<file path="config.mk">
export PLATFORM = sky130hd
export DESIGN_NAME = controlador_contador_flat
export DESIGN_NICKNAME = d
export VERILOG_FILES = /design/src/rtl/controlador_contador_if.sv /design/src/rtl/controlador_contador.sv /design/src/flat_wrapper.sv
export SDC_FILE = /design/constraint.sdc
export NUM_CORES = 1
export LEC_CHECK = 0
export CAP_MARGIN = 40
export CORE_ASPECT_RATIO = 1.75
export CORE_MARGIN = 4
export CORE_UTILIZATION = 45
export CTS_BUF_LIST = sky130_fd_sc_hd__clkbuf_4
export CTS_CLUSTER_SIZE = 14
export DETAILED_ROUTE_END_ITERATION = 8
export GPL_TIMING_DRIVEN = 0
export PLACE_DENSITY = 0.77
export SLEW_MARGIN = 10
export SYNTH_ARGS = -nofsm -noshare
export SYNTH_HDL_FRONTEND = slang
export SYNTH_SLANG_ARGS = --single-unit
</file>
<file path="constraint.sdc">
create_clock -name CLK -period 4.6 [get_ports CLK]
set_input_delay 0.46 -clock CLK [delete_from_list [all_inputs] [get_ports CLK]]
set_output_delay 0.46 -clock CLK [all_outputs]
set_load 0.05 [all_outputs]
</file>
<file path="src/rtl/controlador_contador_if.sv">
// Request/command bus and contador16 control bus for controlador_contador.
// The controller connects through the slave modport.
// The requesters and the counter connect through the master modport.
interface controlador_contador_if #(
    parameter int W = 16
) ();
    // Requester side
    logic         REQ0;
    logic [1:0]   CMD0;
    logic [W-1:0] DATO0;
    logic         REQ1;
    logic [1:0]   CMD1;
    logic [W-1:0] DATO1;
    logic         ABORT;
    logic [1:0]   ACK;
    logic         BUSY;
    logic         DONE;
    logic         DONE_ID;
    logic         WRAP;
    // contador16 side
    logic         CNT_RCO;
    logic         CNT_ENB;
    logic [1:0]   CNT_MODO;
    logic [W-1:0] CNT_D;

    modport slave (
        input  REQ0, CMD0, DATO0, REQ1, CMD1, DATO1, ABORT, CNT_RCO,
        output ACK, BUSY, DONE, DONE_ID, WRAP, CNT_ENB, CNT_MODO, CNT_D
    );

    modport master (
        output REQ0, CMD0, DATO0, REQ1, CMD1, DATO1, ABORT, CNT_RCO,
        input  ACK, BUSY, DONE, DONE_ID, WRAP, CNT_ENB, CNT_MODO, CNT_D
    );
endinterface

</file>
<file path="src/rtl/controlador_contador.sv">
// controlador_contador: arbitrates two requesters onto one contador16.
// It drives the counter enable, mode and load data for the granted command.
// It reports completion, the owning requester, and whether the run ended on RCO.
// Optional macro CTRL_PRIO_FIJA_EN selects fixed priority, where requester 0 always wins.
// When the macro is undefined, arbitration is round-robin.
module controlador_contador #(
    parameter int W  = 16,
    parameter int SW = 8
) (
    input  logic                   CLK,
    input  logic                   RESET_N,
    controlador_contador_if.slave  bus
);

    typedef enum logic [1:0] {
        IDLE = 2'd0,
        EXEC = 2'd1,
        FIN  = 2'd2
    } state_t;

    localparam logic [1:0] CMD_LOAD = 2'b11;

    state_t         state_q, state_d;
    logic [1:0]     cmd_q;
    logic           id_q;
    logic [SW-1:0]  rem_q;
    logic           freerun_q;
`ifndef CTRL_PRIO_FIJA_EN
    logic           last_q;
`endif

    // Registered outputs and their next values
    logic [1:0]     ack_q, ack_d;
    logic           busy_q, busy_d;
    logic           done_q, done_d;
    logic           done_id_q, done_id_d;
    logic           wrap_q, wrap_d;
    logic           cnt_enb_q, cnt_enb_d;
    logic [1:0]     cnt_modo_q, cnt_modo_d;
    logic [W-1:0]   cnt_d_q, cnt_d_d;

    logic           any_req_s;
    logic           gnt_id_s;
    logic [1:0]     gnt_cmd_s;
    logic [W-1:0]   gnt_dato_s;
    logic           rco_hit_s;
    logic           steps_end_s;
    logic           last_cyc_s;

    // Arbitration: choose the winner among the pending requests
    always_comb begin
        any_req_s = bus.REQ0 | bus.REQ1;
        gnt_id_s  = 1'b0;
`ifdef CTRL_PRIO_FIJA_EN
        if (bus.REQ0) begin
            gnt_id_s = 1'b0;
        end else begin
            gnt_id_s = 1'b1;
        end
`else
        if (bus.REQ0 && bus.REQ1) begin
            gnt_id_s = ~last_q;
        end else if (bus.REQ0) begin
            gnt_id_s = 1'b0;
        end else begin
            gnt_id_s = 1'b1;
        end
`endif
        gnt_cmd_s  = gnt_id_s ? bus.CMD1  : bus.CMD0;
        gnt_dato_s = gnt_id_s ? bus.DATO1 : bus.DATO0;
    end

    // Detect whether the current EXEC cycle is the last enabled one
    always_comb begin
        rco_hit_s   = (cmd_q != CMD_LOAD) && bus.CNT_RCO;
        steps_end_s = (cmd_q != CMD_LOAD) && !freerun_q && (rem_q == SW'(1));
        last_cyc_s  = (cmd_q == CMD_LOAD) || bus.ABORT || rco_hit_s || steps_end_s;
    end

    // State register
    always_ff @(posedge CLK or negedge RESET_N) begin
        if (!RESET_N) begin
            state_q <= IDLE;
        end else begin
            state_q <= state_d;
        end
    end

    // Next-state logic
    always_comb begin
        state_d = state_q;
        case (state_q)
            IDLE: begin
                if (any_req_s) begin
                    state_d = EXEC;
                end else begin
                    state_d = IDLE;
                end
            end
            EXEC: begin
                if (last_cyc_s) begin
                    state_d = FIN;
                end else begin
                    state_d = EXEC;
                end
            end
            FIN:     state_d = IDLE;
            default: state_d = IDLE;
        endcase
    end

    // Output next values; mode and load data hold unless a new command is granted
    always_comb begin
        ack_d      = 2'b00;
        busy_d     = (state_d != IDLE);
        done_d     = (state_d == FIN);
        done_id_d  = done_id_q;
        wrap_d     = wrap_q;
        cnt_enb_d  = (state_d == EXEC);
        cnt_modo_d = cnt_modo_q;
        cnt_d_d    = cnt_d_q;
        case (state_q)
            IDLE: begin
                if (any_req_s) begin
                    ack_d      = gnt_id_s ? 2'b10 : 2'b01;
                    cnt_modo_d = gnt_cmd_s;
                    if (gnt_cmd_s == CMD_LOAD) begin
                        cnt_d_d = gnt_dato_s;
                    end else begin
                        cnt_d_d = cnt_d_q;
                    end
                end else begin
                    ack_d = 2'b00;
                end
            end
            EXEC: begin
                if (last_cyc_s) begin
                    done_id_d = id_q;
                    wrap_d    = rco_hit_s;
                end else begin
                    done_id_d = done_id_q;
                end
            end
            FIN:     ack_d = 2'b00;
            default: ack_d = 2'b00;
        endcase
    end

    // Command context: latch the winner, then count down the remaining steps
    always_ff @(posedge CLK or negedge RESET_N) begin
        if (!RESET_N) begin
            cmd_q     <= 2'b00;
            id_q      <= 1'b0;
            rem_q     <= '0;
            freerun_q <= 1'b0;
`ifndef CTRL_PRIO_FIJA_EN
            last_q    <= 1'b1;
`endif
        end else if ((state_q == IDLE) && any_req_s) begin
            cmd_q     <= gnt_cmd_s;
            id_q      <= gnt_id_s;
            rem_q     <= gnt_dato_s[SW-1:0];
            freerun_q <= (gnt_dato_s[SW-1:0] == '0);
`ifndef CTRL_PRIO_FIJA_EN
            last_q    <= gnt_id_s;
`endif
        end else if ((state_q == EXEC) && !freerun_q) begin
            rem_q <= rem_q - SW'(1);
        end
    end

    // Output registers
    always_ff @(posedge CLK or negedge RESET_N) begin
        if (!RESET_N) begin
            ack_q      <= 2'b00;
            busy_q     <= 1'b0;
            done_q     <= 1'b0;
            done_id_q  <= 1'b0;
            wrap_q     <= 1'b0;
            cnt_enb_q  <= 1'b0;
            cnt_modo_q <= 2'b00;
            cnt_d_q    <= '0;
        end else begin
            ack_q      <= ack_d;
            busy_q     <= busy_d;
            done_q     <= done_d;
            done_id_q  <= done_id_d;
            wrap_q     <= wrap_d;
            cnt_enb_q  <= cnt_enb_d;
            cnt_modo_q <= cnt_modo_d;
            cnt_d_q    <= cnt_d_d;
        end
    end

    assign bus.ACK      = ack_q;
    assign bus.BUSY     = busy_q;
    assign bus.DONE     = done_q;
    assign bus.DONE_ID  = done_id_q;
    assign bus.WRAP     = wrap_q;
    assign bus.CNT_ENB  = cnt_enb_q;
    assign bus.CNT_MODO = cnt_modo_q;
    assign bus.CNT_D    = cnt_d_q;

endmodule
</file>
<file path="src/flat_wrapper.sv">
// flat-port wrapper written by rule: the top's interface ports become plain ports
module controlador_contador_flat 
#(
    parameter int W  = 16,
    parameter int SW = 8
)
  (CLK, RESET_N, bus_REQ0, bus_CMD0, bus_DATO0, bus_REQ1, bus_CMD1, bus_DATO1, bus_ABORT, bus_CNT_RCO, bus_ACK, bus_BUSY, bus_DONE, bus_DONE_ID, bus_WRAP, bus_CNT_ENB, bus_CNT_MODO, bus_CNT_D);
  controlador_contador_if #(.W(W)) bus_i ();
  input  logic CLK;
  input  logic RESET_N;
  input wire logic [$bits(bus_i.REQ0)-1:0] bus_REQ0;
  input wire logic [$bits(bus_i.CMD0)-1:0] bus_CMD0;
  input wire logic [$bits(bus_i.DATO0)-1:0] bus_DATO0;
  input wire logic [$bits(bus_i.REQ1)-1:0] bus_REQ1;
  input wire logic [$bits(bus_i.CMD1)-1:0] bus_CMD1;
  input wire logic [$bits(bus_i.DATO1)-1:0] bus_DATO1;
  input wire logic [$bits(bus_i.ABORT)-1:0] bus_ABORT;
  input wire logic [$bits(bus_i.CNT_RCO)-1:0] bus_CNT_RCO;
  output wire logic [$bits(bus_i.ACK)-1:0] bus_ACK;
  output wire logic [$bits(bus_i.BUSY)-1:0] bus_BUSY;
  output wire logic [$bits(bus_i.DONE)-1:0] bus_DONE;
  output wire logic [$bits(bus_i.DONE_ID)-1:0] bus_DONE_ID;
  output wire logic [$bits(bus_i.WRAP)-1:0] bus_WRAP;
  output wire logic [$bits(bus_i.CNT_ENB)-1:0] bus_CNT_ENB;
  output wire logic [$bits(bus_i.CNT_MODO)-1:0] bus_CNT_MODO;
  output wire logic [$bits(bus_i.CNT_D)-1:0] bus_CNT_D;
  assign bus_i.REQ0 = bus_REQ0;
  assign bus_i.CMD0 = bus_CMD0;
  assign bus_i.DATO0 = bus_DATO0;
  assign bus_i.REQ1 = bus_REQ1;
  assign bus_i.CMD1 = bus_CMD1;
  assign bus_i.DATO1 = bus_DATO1;
  assign bus_i.ABORT = bus_ABORT;
  assign bus_i.CNT_RCO = bus_CNT_RCO;
  assign bus_ACK = bus_i.ACK;
  assign bus_BUSY = bus_i.BUSY;
  assign bus_DONE = bus_i.DONE;
  assign bus_DONE_ID = bus_i.DONE_ID;
  assign bus_WRAP = bus_i.WRAP;
  assign bus_CNT_ENB = bus_i.CNT_ENB;
  assign bus_CNT_MODO = bus_i.CNT_MODO;
  assign bus_CNT_D = bus_i.CNT_D;
  controlador_contador #(.W(W), .SW(SW)) u_core (.CLK(CLK), .RESET_N(RESET_N), .bus(bus_i));
endmodule
</file>
# [Yosys cells after proc, flatten, opt, wreduce, memory -nomap -nowiden]
# Cells that the tools add are included.
[totals] output_inout_bits=25 input_bits=42 regBits=40
[op_classes] eq_ne=7 reduce_logical=17 mux=12 bitwise_logic=2 addsub=1
[op_table] operator="two-way mux 16 bit" count=1
[op_table] operator="two-way mux 8 bit" count=2
[op_table] operator="two-way mux 2 bit" count=5
[op_table] operator="== test 8 x 1 -> 1 bit, second input constant" count=1
[op_table] operator="zero test 8 bit" count=1
[op_table] operator="subtractor 8 x 1 -> 8 bit, second input constant" count=1
[op_table] operator="== test 2 bit, second input constant" count=3
[op_table] operator="logical AND 1 bit" count=6
[op_table] operator="== test 2 x 1 -> 1 bit, second input constant" count=2
[op_table] operator="case mux 2 bit (2 select lines)" count=1
[op_table] operator="AND reduction 2 bit" count=2
[op_table] operator="nonzero test 2 bit" count=2
[op_table] operator="logical OR 1 bit" count=3
[op_table] operator="two-way mux 1 bit" count=3
[op_table] operator="AND reduction 3 bit" count=1
[op_table] operator="zero test 2 bit" count=1
[op_table] operator="inequality test 2 bit, second input constant" count=1
[op_table] operator="zero test 1 bit" count=1
[op_table] operator="NOT 1 bit" count=1
[op_table] operator="OR 1 bit" count=1

# [Longest topological paths before layout]
# Gate-level depths: netlist of the first run.
[depth] ltp_word=7 depth_mapped=6

# [Least setup slack after synthesis of the first run]
# OpenSTA, ideal clock, no wires.
[synth_path] path_type="flip-flop to flip-flop" start="register u_core.last_q" end="register u_core.cnt_d_q[13], in the netlist u_core.bus.CNT_D[13]" t_arrival_ps=1446 n_path_buf=1 slack_ps=3029 required_ps=4475 stages_incl_launch_ff=5 path_cell_list="dfstp_2 > o2111ai_1 > a21oi_4 > buf_12 > mux2_4"
[synth_via] elab_chain_len=5 word_cells_on_any_way=6 classes_between="eq/ne: 1; mux: 3; bitwise: 1; reduce/logical: 1"
[synth_lines] element="start: declaration" line="controlador_contador.sv:29" rtl="logic last_q;"
[synth_lines] element="start signal: assignment" line="controlador_contador.sv:165" rtl="last_q <= gnt_id_s;"
[synth_lines] element="NOT 1 bit (*)" line="controlador_contador.sv:62" rtl="gnt_id_s = ~last_q;"
[synth_lines] element="two-way mux 1 bit (*)" line="controlador_contador.sv:61" rtl="if (bus.REQ0 && bus.REQ1) begin"
[synth_lines] element="two-way mux 2 bit" line="controlador_contador.sv:69" rtl="gnt_cmd_s = gnt_id_s ? bus.CMD1 : bus.CMD0;"
[synth_lines] element="== test 2 bit" line="controlador_contador.sv:127" rtl="if (gnt_cmd_s == CMD_LOAD) begin"
[synth_lines] element="AND reduction 3 bit (no line)"
[synth_lines] element="end signal: assignment" line="controlador_contador.sv:191" rtl="cnt_d_q <= cnt_d_d;"
[synth_lines] element="end: declaration" line="controlador_contador.sv:40" rtl="logic [W-1:0] cnt_d_q, cnt_d_d;"
# Every way passes the cells marked *; elsewhere a longest branch is shown, timed or not.
# A chain may end at the register's enable or synchronous reset.

# [Final worst setup path of the first run]
[layout_path] start="register u_core.cnt_modo_q[1], in the netlist u_core.bus.CNT_MODO[1]" end="output bus_CNT_MODO[1]"
[layout_lines] element="start: declaration" line="controlador_contador.sv:39" rtl="logic [1:0] cnt_modo_q, cnt_modo_d;"
[layout_lines] element="start signal: assignment" line="controlador_contador.sv:190" rtl="cnt_modo_q <= cnt_modo_d;"
[layout_lines] element="end: declaration" line="flat_wrapper.sv:25" rtl="output wire logic [$bits(bus_i.CNT_MODO)-1:0] bus_CNT_MODO;"
# No word-level cell between the ends.

==> qor.yml, run 1 <==
ant_nets: 0
hpwl_mm: 3.48
port_buffers: 66
ys_seq_area_frac: 0.488
nets: 280
grt_max_degree: 36
grt_antenna_before_repair: 0
synthMuxAreaShare: 0.226
max-cap-violations: 0
worstSetupPathType: "flop to output pin"
fmaxAchievable_mhz: 491
gp_congestion: 0.694
syn2layout_area_growth_pct: 41.1
finalCriticalPeriod_ns: 2.04
slowest_stage: "clkdlybuf4s50_1"
dr.pass1.iters: 4
synth_top_family_by_area: "multiplexers"
cts_setup_buffers: 0
finalSetupViolCount: 0
grt_pass1_wl_mm: 7.28
die_height_um: 95.1
critPathTopFamily: "buffers and inverters"
cp_data_required_time_ns: 4.14
yosys.area_share.simple: 0.112
root_buffer: "clkbuf_4"
grt_pass1_vias: 1655
crit_fanout: 4
cp.arrival_ns: 1.58
track_usage: 0.173
setup_total_negative_slack_ns: 0
die_area_um2: 5490
clock-sinks: 38
first_iter_violations: 6
cts-resized-gates: 0
dp_cells: 277
hold_violations: 0
worstSkewPairLatency_ns: 0.34
slew_headroom: 0.652
synth_compound_area_frac: 0.0757
ios: 67
drc: 0
avgViaCountPerCell: 5.11
cts_buffer_depth: 2
clk_pin_slew_ns: 0.12
hold_path_class: "input port to asynchronous set/reset pin"
tightestPinTransition_ns: 0.520
avgSynthCellArea_um2: 12.1
synth_nets: 205
synth_xor_area_frac: 0.0315
final_cell_mix: "clkdlybuf4s50_1, dfrtp_1, mux2i_1"
p_leak_nw: 1.19
slew_violations: 0
critPathLaunchType: "flop"
vias: 1461
cp_cell_sequence: "clkdlybuf4s50_1"
drive_gt1_frac: 0.160
min_period_over_period: 0.443
final_common_cell: "clkdlybuf4s50_1"
antenna_cells: 0
placed_cell_area_um2: 2690
synthAdderAreaFrac: 0.0128
netlist_area_um2: 1950
vdd_drop_max_mv: 0.470
ys_types: 42
grt_overflow: 0
cts_tree: "yes"
routed_wl_mm: 4.31
path_buf_inv: 1
core_um2: 4150
cp_slowest_stage_delay_ns: 0.82
synth-seq-cells: 38
power.density_nw_per_um2: 679
avgRoutedWirePerCell_um: 15.1
final_cells: 286
initial_core_util: 0.470
htree_levels: 2
rsz0062_at_grt: "false"
fin_area_um2: 2750
cts_made_buffers: 5
utilization: 0.663
dieWidth_um: 57.8
syn_inst: 161
endpoint_kind: "output pin"
ys_warn_count: 0
status: "complete, no violations"
fin_skew_ns: 0.0153
std_cell_rows: 31
[power breakdown]
part	leakage (nW)	internal [mW]	switching, mW
Clock	0.0286	0.0569	0.110
Combinational	0.706	0.422	0.655
Sequential	0.451	0.501	0.124
Total	1.19	0.980	0.889
[state kept, by name (all words and copies together) (netlist names)]
register / cells
u_core.bus.DONE: 1
u_core.bus.ACK: 2
u_core.bus.DONE_ID: 1
u_core.bus.CNT_D: 16
u_core.bus.CNT_MODO: 2
u_core.last_q: 1
u_core.rem_q: 8
u_core.bus.WRAP: 1
u_core.bus.CNT_ENB: 1
u_core.id_q: 1
u_core.state_q: 2
u_core.freerun_q: 1
u_core.bus.BUSY: 1
[routing by layer]
layer	part of all wire	wire, um	track usage
met3	0.062	267	0.0583
met4	0.018	76	0.0677
met2	0.57	2460	0.324
met1	0.35	1500	0.170
met5	0	0	0
[cells by family (layout without fill, tap and decap cells)]
logic type / after synthesis / count (layout)
mux: 41 / 41
flops: 38 / 38
simple gates: 33 / 33
compound gates: 21 / 21
buf+inv: 19 / 95
xor+xnor: 7 / 7
fa+ha+maj: 2 / 2
[path summary, 6_finish.rpt]
path	slack [ns]	start	to	cells after the start
max	2.56	u_core.bus.CNT_MODO[1]	bus_CNT_MODO[1]	1
min	0.47	RESET_N	u_core.bus.CNT_D[13]	2
max reg2reg	2.89	u_core.last_q	u_core.bus.CNT_D[13]	4
min reg2reg	0.51	u_core.last_q	u_core.last_q	2
max in group asynchronous	3.70	RESET_N	u_core.last_q	3
min in group CLK	0.51	u_core.last_q	u_core.last_q	2
[cells in the mapped netlist, drive strengths merged]
| cell | number | area [um^2] |
|---|---|---|
| nor2b | 2 | 15.0 |
| xor2 | 6 | 52.6 |
| nand2b | 1 | 6.26 |
| dfstp | 1 | 26.3 |
| a31oi | 2 | 12.5 |
| mux2i | 23 | 230 |
| a21boi | 1 | 7.51 |
| mux2 | 18 | 210 |
| and4bb | 1 | 12.5 |
| nor3b | 1 | 7.51 |
| xnor2 | 1 | 8.76 |
| or4 | 2 | 15.0 |
| nor2 | 4 | 17.5 |
| buf | 5 | 52.6 |
| o311a | 1 | 10.0 |
| nor4b | 2 | 30.0 |
| a211oi | 1 | 7.51 |
| nor4 | 4 | 40.0 |
| inv | 14 | 52.6 |
| o211ai | 1 | 12.5 |
| o21ai | 9 | 48.8 |
| o2111ai | 1 | 8.76 |
| a21oi | 5 | 40.0 |
| dfrtp | 37 | 926 |
| or2 | 1 | 6.26 |
| nand3 | 2 | 10.0 |
| nand4b | 1 | 8.76 |
| ha | 2 | 25.0 |
| nand2 | 11 | 43.8 |
| nor3 | 1 | 5.00 |
[cell type report]
type | instances | area [um^2]
Fill cell | 330 | 1400
Sequential cell | 38 | 952
Multi-Input combinational cell | 104 | 892
Timing Repair Buffer | 68 | 686
Tap cell | 49 | 61.3
Buffer | 5 | 52.6
Inverter | 14 | 52.6
Clock buffer | 5 | 37.5
Clock inverter | 3 | 16.3
[metrics by stage]
step           setup WS (ns)  total power [mW]  hold WS, ns
3_5_place_dp            2.39              1.72        0.277
3_3_place_gp            2.17              1.70        0.472
4_1_cts                 2.53              1.89        0.434
2_1_floorplan           3.03              1.36        0.164
5_1_grt                 2.48              1.99        0.464
6_report                2.56              1.87        0.468
[what timing repair did]
item | CTS | global route
hold buffers | 1 | 0
endpoints found under the hold margin | 3 | 0
setup endpoints to repair | 0 | 0
(Power assumes the default switching activity.)
==> run 2, diff against run 1 <==
- CORE_UTILIZATION: 45 -> 42
- PLACE_DENSITY: 0.77 -> 0.75
- clock period: 4.6 -> 1.8 ns (I/O delays scaled with it)
==> qor.yml, run 2 (synthesized netlist as in run 1, its figures left out) <==
critPathLaunch: "u_core.bus.CNT_D[0]"
cp_slowest_stage_delay_ns: 0.82  # about the same
final_cell_mix: "clkdlybuf4s50_1, dfrtp_1, mux2i_1"
grt_antenna_before_repair: 0  # unchanged
grt_max_degree: 38  # +5.6%
syn2layout_area_growth_pct: 43.1
path_buf_inv: 1  # unchanged
max-cap-violations: 0  # unchanged
cp.arrival_ns: 1.53  # -0.05 ns
dr.pass1.iters: 4  # unchanged
antenna_cells: 0  # unchanged
setup_total_negative_slack_ns: 0  # unchanged
routed_wl_mm: 4.30  # -0.12%
finalCriticalPeriod_ns: 1.71
final_cells: 288  # +0.70%
rsz0062_at_grt: "false"
grt_pass1_wl_mm: 7.56  # +3.8%
cts_buffer_depth: 2  # unchanged
pre_cts_ws_ns: -0.152  # -2.54 ns
power.density_nw_per_um2: 1760  # +160%
die_height_um: 98.1  # +3.2%
slew_headroom: 0.590  # -0.0624
vdd_drop_max_mv: 1.08  # +130%
cp_cell_sequence: "clkdlybuf4s50_1"
first_iter_violations: 15  # +9
clk_pin_slew_ns: 0.12  # about the same
slowest_stage: "clkdlybuf4s50_1"
endpoint_kind: "output pin"
min_period_over_period: 0.952
dieWidth_um: 59.5  # +3.0%
fill_cells: 372  # +13%
vias: 1463  # +0.14%
initial_core_util: 0.439  # -0.0311
cp_data_required_time_ns: 1.62  # -2.52 ns
hold_violations: 0  # unchanged
dp_cells: 279  # +0.72%
root_buffer: "clkbuf_4"
gp_congestion: 0.770  # +11%
cts_made_buffers: 5  # unchanged
core_um2: 4440  # +7.1%
avgRoutedWirePerCell_um: 14.9  # -0.81%
hpwl_mm: 3.49  # +0.14%
std_cell_rows: 32  # +3.2%
drive_gt1_frac: 0.165  # +0.00422
drc: 0  # unchanged
hold_path_class: "input port to asynchronous set/reset pin"
hold_slack_ns: 0.137  # -0.331 ns
grt_overflow: 0  # unchanged
largest_register_ffs: 16  # unchanged
r2r-start: "u_core.last_q"
p_leak_nw: 1.23  # +3.4%
die_area_um2: 5840  # +6.3%
final_common_cell: "clkdlybuf4s50_1"
fin_skew_ns: 0.0133  # -0.00194 ns
totalPowerFinal_mw: 4.91  # +160%
track_usage: 0.168  # -0.00506
worstSkewPairLatency_ns: 0.34  # about the same
avgViaCountPerCell: 5.08  # -0.56%
htree_levels: 2  # unchanged
clock-sinks: 38  # unchanged
r2r_end: "u_core.bus.CNT_D[14]"
crit_path_end: "bus_CNT_D[0]"
cts_tree: "yes"
reg2reg_depth: 4  # unchanged
critPathLaunchType: "flop"
worstSetupPathType: "flop to output pin"
finalSetupViolCount: 0  # unchanged
slew_violations: 0  # unchanged
ios: 67  # unchanged
fmaxAchievable_mhz: 583
nets: 280  # unchanged
grt_pass1_vias: 1672  # +1.0%
path_depth: 1  # unchanged
crit_fanout: 2  # -2
status: "complete, no violations"
cts_setup_buffers: 0  # unchanged
r2r_setup_slack_ns: 0.10  # -2.79 ns
finalWorstSetupSlack_ns: 0.0861  # -2.48 ns
tightestPinTransition_ns: 0.612  # +0.0916 ns
ant_nets: 0  # unchanged
port_buffers: 66  # unchanged
critPathTopFamily: "buffers and inverters"
==> run 2: cell count changes in the layout (fill, tap and decap cells not counted), sizes merged <==
cell	previous run	this run
clkinvlp	1	0
bufinv	0	1
clkdlybuf4s50	65	63
dlymetal6s2s	0	2
==> run 2: stage by stage <==
step                 util  cell area, um^2
floorplan               -             1950
global placement    0.602             2670
detailed placement  0.605             2690
CTS                 0.625             2780
global route        0.628             2790
finish              0.628             2790
==> run 2: cell type report <==
class,count,area (um^2),share of cell area
buffer,5,52.6,0.0188
sequential,38,952,0.341
multi-input combinational,104,900,0.323
inverter,14,52.6,0.0188
timing repair buffer,68,691,0.248
clock inverter,3,40.0,0.0144
clock buffer,5,37.5,0.0135
tap,51,63.8,0.0229
==> run 2: per-layer routing <==
metal	GRT usage	vias up	wire length (um)
met2	0.299	36	2410
li1	-	722	-
met3	0.0384	8	177
met1	0.182	697	1610
met5	0	-	0
met4	0.0717	0	104
==> run 2: worst min-delay path by stage <==
stage                start                 end  slack (ns)  cells after the start
2_1_floorplan      RESET_N   u_core.bus.ACK[0]       -0.12                      0
3_3_place_gp   u_core.id_q  u_core.bus.DONE_ID        0.47                      1
3_5_place_dp       RESET_N     u_core.bus.WRAP       -0.02                      1
4_1_cts            RESET_N     u_core.bus.WRAP        0.13                      2
5_1_grt            RESET_N     u_core.bus.WRAP        0.13                      2
6_report           RESET_N     u_core.bus.WRAP        0.14                      2
==> run 2: what timing repair did <==
| item | in CTS | in global routing |
|---|---|---|
| endpoints found under the setup margin | 0 | 4 |
| endpoints found under the hold margin | 37 | 0 |
| gates resized for setup | 0 | 3 |
| hold buffers | 1 | 0 |
==> run 2: where the power goes <==
part	switching (mW)	total [mW]	internal [mW]
sequential	0.312	1.59	1.28
combinational	1.67	2.75	1.08
clock	0.277	0.565	0.288
==> run 3, diff against run 2 <==
- MAX_ROUTING_LAYER: not set -> met4
- SLEW_MARGIN: 10 -> 20
==> qor.yml, run 3 (synthesized netlist as in run 1, its figures left out) <==
avgRoutedWirePerCell_um: 15.1  # +1.4%
final_cells: 288  # unchanged
slowest_stage: "clkdlybuf4s50_1"
drc: 0  # unchanged
htree_levels: 2  # unchanged
ant_nets: 0  # unchanged
fin_skew_ns: 0.0199  # +0.00655 ns
setup_total_negative_slack_ns: 0  # unchanged
clk_pin_slew_ns: 0.13  # about the same
tightestPinTransition_ns: 0.561  # -0.0508 ns
cp.arrival_ns: 1.55  # +0.02 ns
routed_wl_mm: 4.36  # +1.4%
cts_made_buffers: 5  # unchanged
core_um2: 4440  # unchanged
worstSetupPathType: "flop to output pin"
ios: 67  # unchanged
cp_cell_sequence: "clkdlybuf4s50_1"
initial_core_util: 0.439  # unchanged
grt_pass1_vias: 1633  # -2.3%
hpwl_mm: 3.50  # +0.43%
r2r_setup_slack_ns: 0.09  # about the same
worstSkewPairLatency_ns: 0.36  # +0.02 ns
fmaxAchievable_mhz: 578  # -0.93%
hold_path_class: "input port to asynchronous set/reset pin"
cp_data_required_time_ns: 1.62  # about the same
r2r_end: "u_core.bus.CNT_D[14]"
antenna_cells: 0  # unchanged
syn2layout_area_growth_pct: 44.1
critPathLaunchType: "flop"
die_height_um: 98.1  # unchanged
grt_max_degree: 29  # -24%
power.density_nw_per_um2: 1800  # +2.4%
cts_tree: "yes"
r2r-start: "u_core.last_q"
reg2reg_depth: 4  # unchanged
cp_slowest_stage_delay_ns: 0.81  # about the same
avgViaCountPerCell: 5.06  # -0.48%
grt_pass1_wl_mm: 7.54  # -0.19%
totalPowerFinal_mw: 5.06  # +3.1%
slew_violations: 0  # unchanged
dp_cells: 279  # unchanged
nets: 280  # unchanged
vias: 1456  # -0.48%
min_period_over_period: 0.961  # +0.00894
finalCriticalPeriod_ns: 1.73  # +0.0161 ns
utilization: 0.632  # +0.00450
max-cap-violations: 0  # unchanged
track_usage: 0.174  # +0.00623
path_buf_inv: 1  # unchanged
slew_headroom: 0.624  # +0.0340
grt_overflow: 0  # unchanged
root_buffer: "clkbuf_4"
rsz0062_at_grt: "false"
cts_setup_buffers: 0  # unchanged
crit_fanout: 2  # unchanged
clock-sinks: 38  # unchanged
die_area_um2: 5840  # unchanged
first_iter_violations: 24  # +9
vdd_drop_max_mv: 1.44  # +34%
endpoint_kind: "output pin"
hold_violations: 0  # unchanged
gp_congestion: 0.780  # +1.4%
critPathTopFamily: "buffers and inverters"
largest_register_ffs: 16  # unchanged
cts_buffer_depth: 2  # unchanged
std_cell_rows: 32  # unchanged
finalWorstSetupSlack_ns: 0.0700  # -0.0161 ns
drive_gt1_frac: 0.165  # unchanged
dr.pass1.iters: 4  # unchanged
grt_antenna_before_repair: 0  # unchanged
port_buffers: 66  # unchanged
pre_cts_ws_ns: -0.148  # +0.00359 ns
dieWidth_um: 59.5  # unchanged
final_cell_mix: "clkdlybuf4s50_1, dfrtp_1, mux2i_1"
final_common_cell: "clkdlybuf4s50_1"
p_leak_nw: 1.23  # +0.63%
finalSetupViolCount: 0  # unchanged
status: "complete, no violations"
run 3: timing repair:
item,CTS,global route
endpoints found under the hold margin,37,0
hold buffers,1,0
endpoints found under the setup margin,1,2
gates resized for setup,1,2
run 3: metrics by stage:
step                      hold slack, ns  instance area (um^2)
after global placement             0.472                  2670
after detailed placement          0.0758                  2690
after global routing               0.239                  2810
final                              0.217                  2810
after CTS                          0.212                  2800
after floorplan                   -0.116                  1950
run 3: report_power, final:
group / total (mW) / internal, mW / switching, mW / leakage [nW]
Combinational: 2.74 / 1.07 / 1.67 / 0.727
Sequential: 1.59 / 1.28 / 0.315 / 0.451
Clock: 0.731 / 0.434 / 0.297 / 0.0554
run 3: cell type report:
cell class | instances | area [um^2]
tap | 51 | 63.8
fill | 368 | 1640
clock buffer | 5 | 37.5
multi-input combinational | 104 | 892
clock inverter | 3 | 68.8
timing repair buffer | 68 | 689
sequential | 38 | 952
inverter | 14 | 52.6
buffer | 5 | 52.6
run 3: worst max path at each step:
stage,cells after the start,from,end
global route,1,u_core.bus.CNT_D[0],bus_CNT_D[0]
finish,1,u_core.bus.CNT_D[0],bus_CNT_D[0]
global placement,1,RESET_N,u_core.bus.CNT_D[5]
CTS,1,u_core.bus.CNT_MODO[0],bus_CNT_MODO[0]
detailed placement,6,bus_REQ1,u_core.bus.CNT_D[13]
floorplan,4,u_core.last_q,u_core.bus.CNT_D[13]
run 3: layer usage:
layer,GRT usage,share of wire,vias up,wire [um]
li1,-,-,718,-
met2,0.301,0.56,36,2440
met3,0.0370,0.036,6,156
met4,0.0666,0.018,0,78
met5,-,0,-,0
met1,0.189,0.39,696,1690
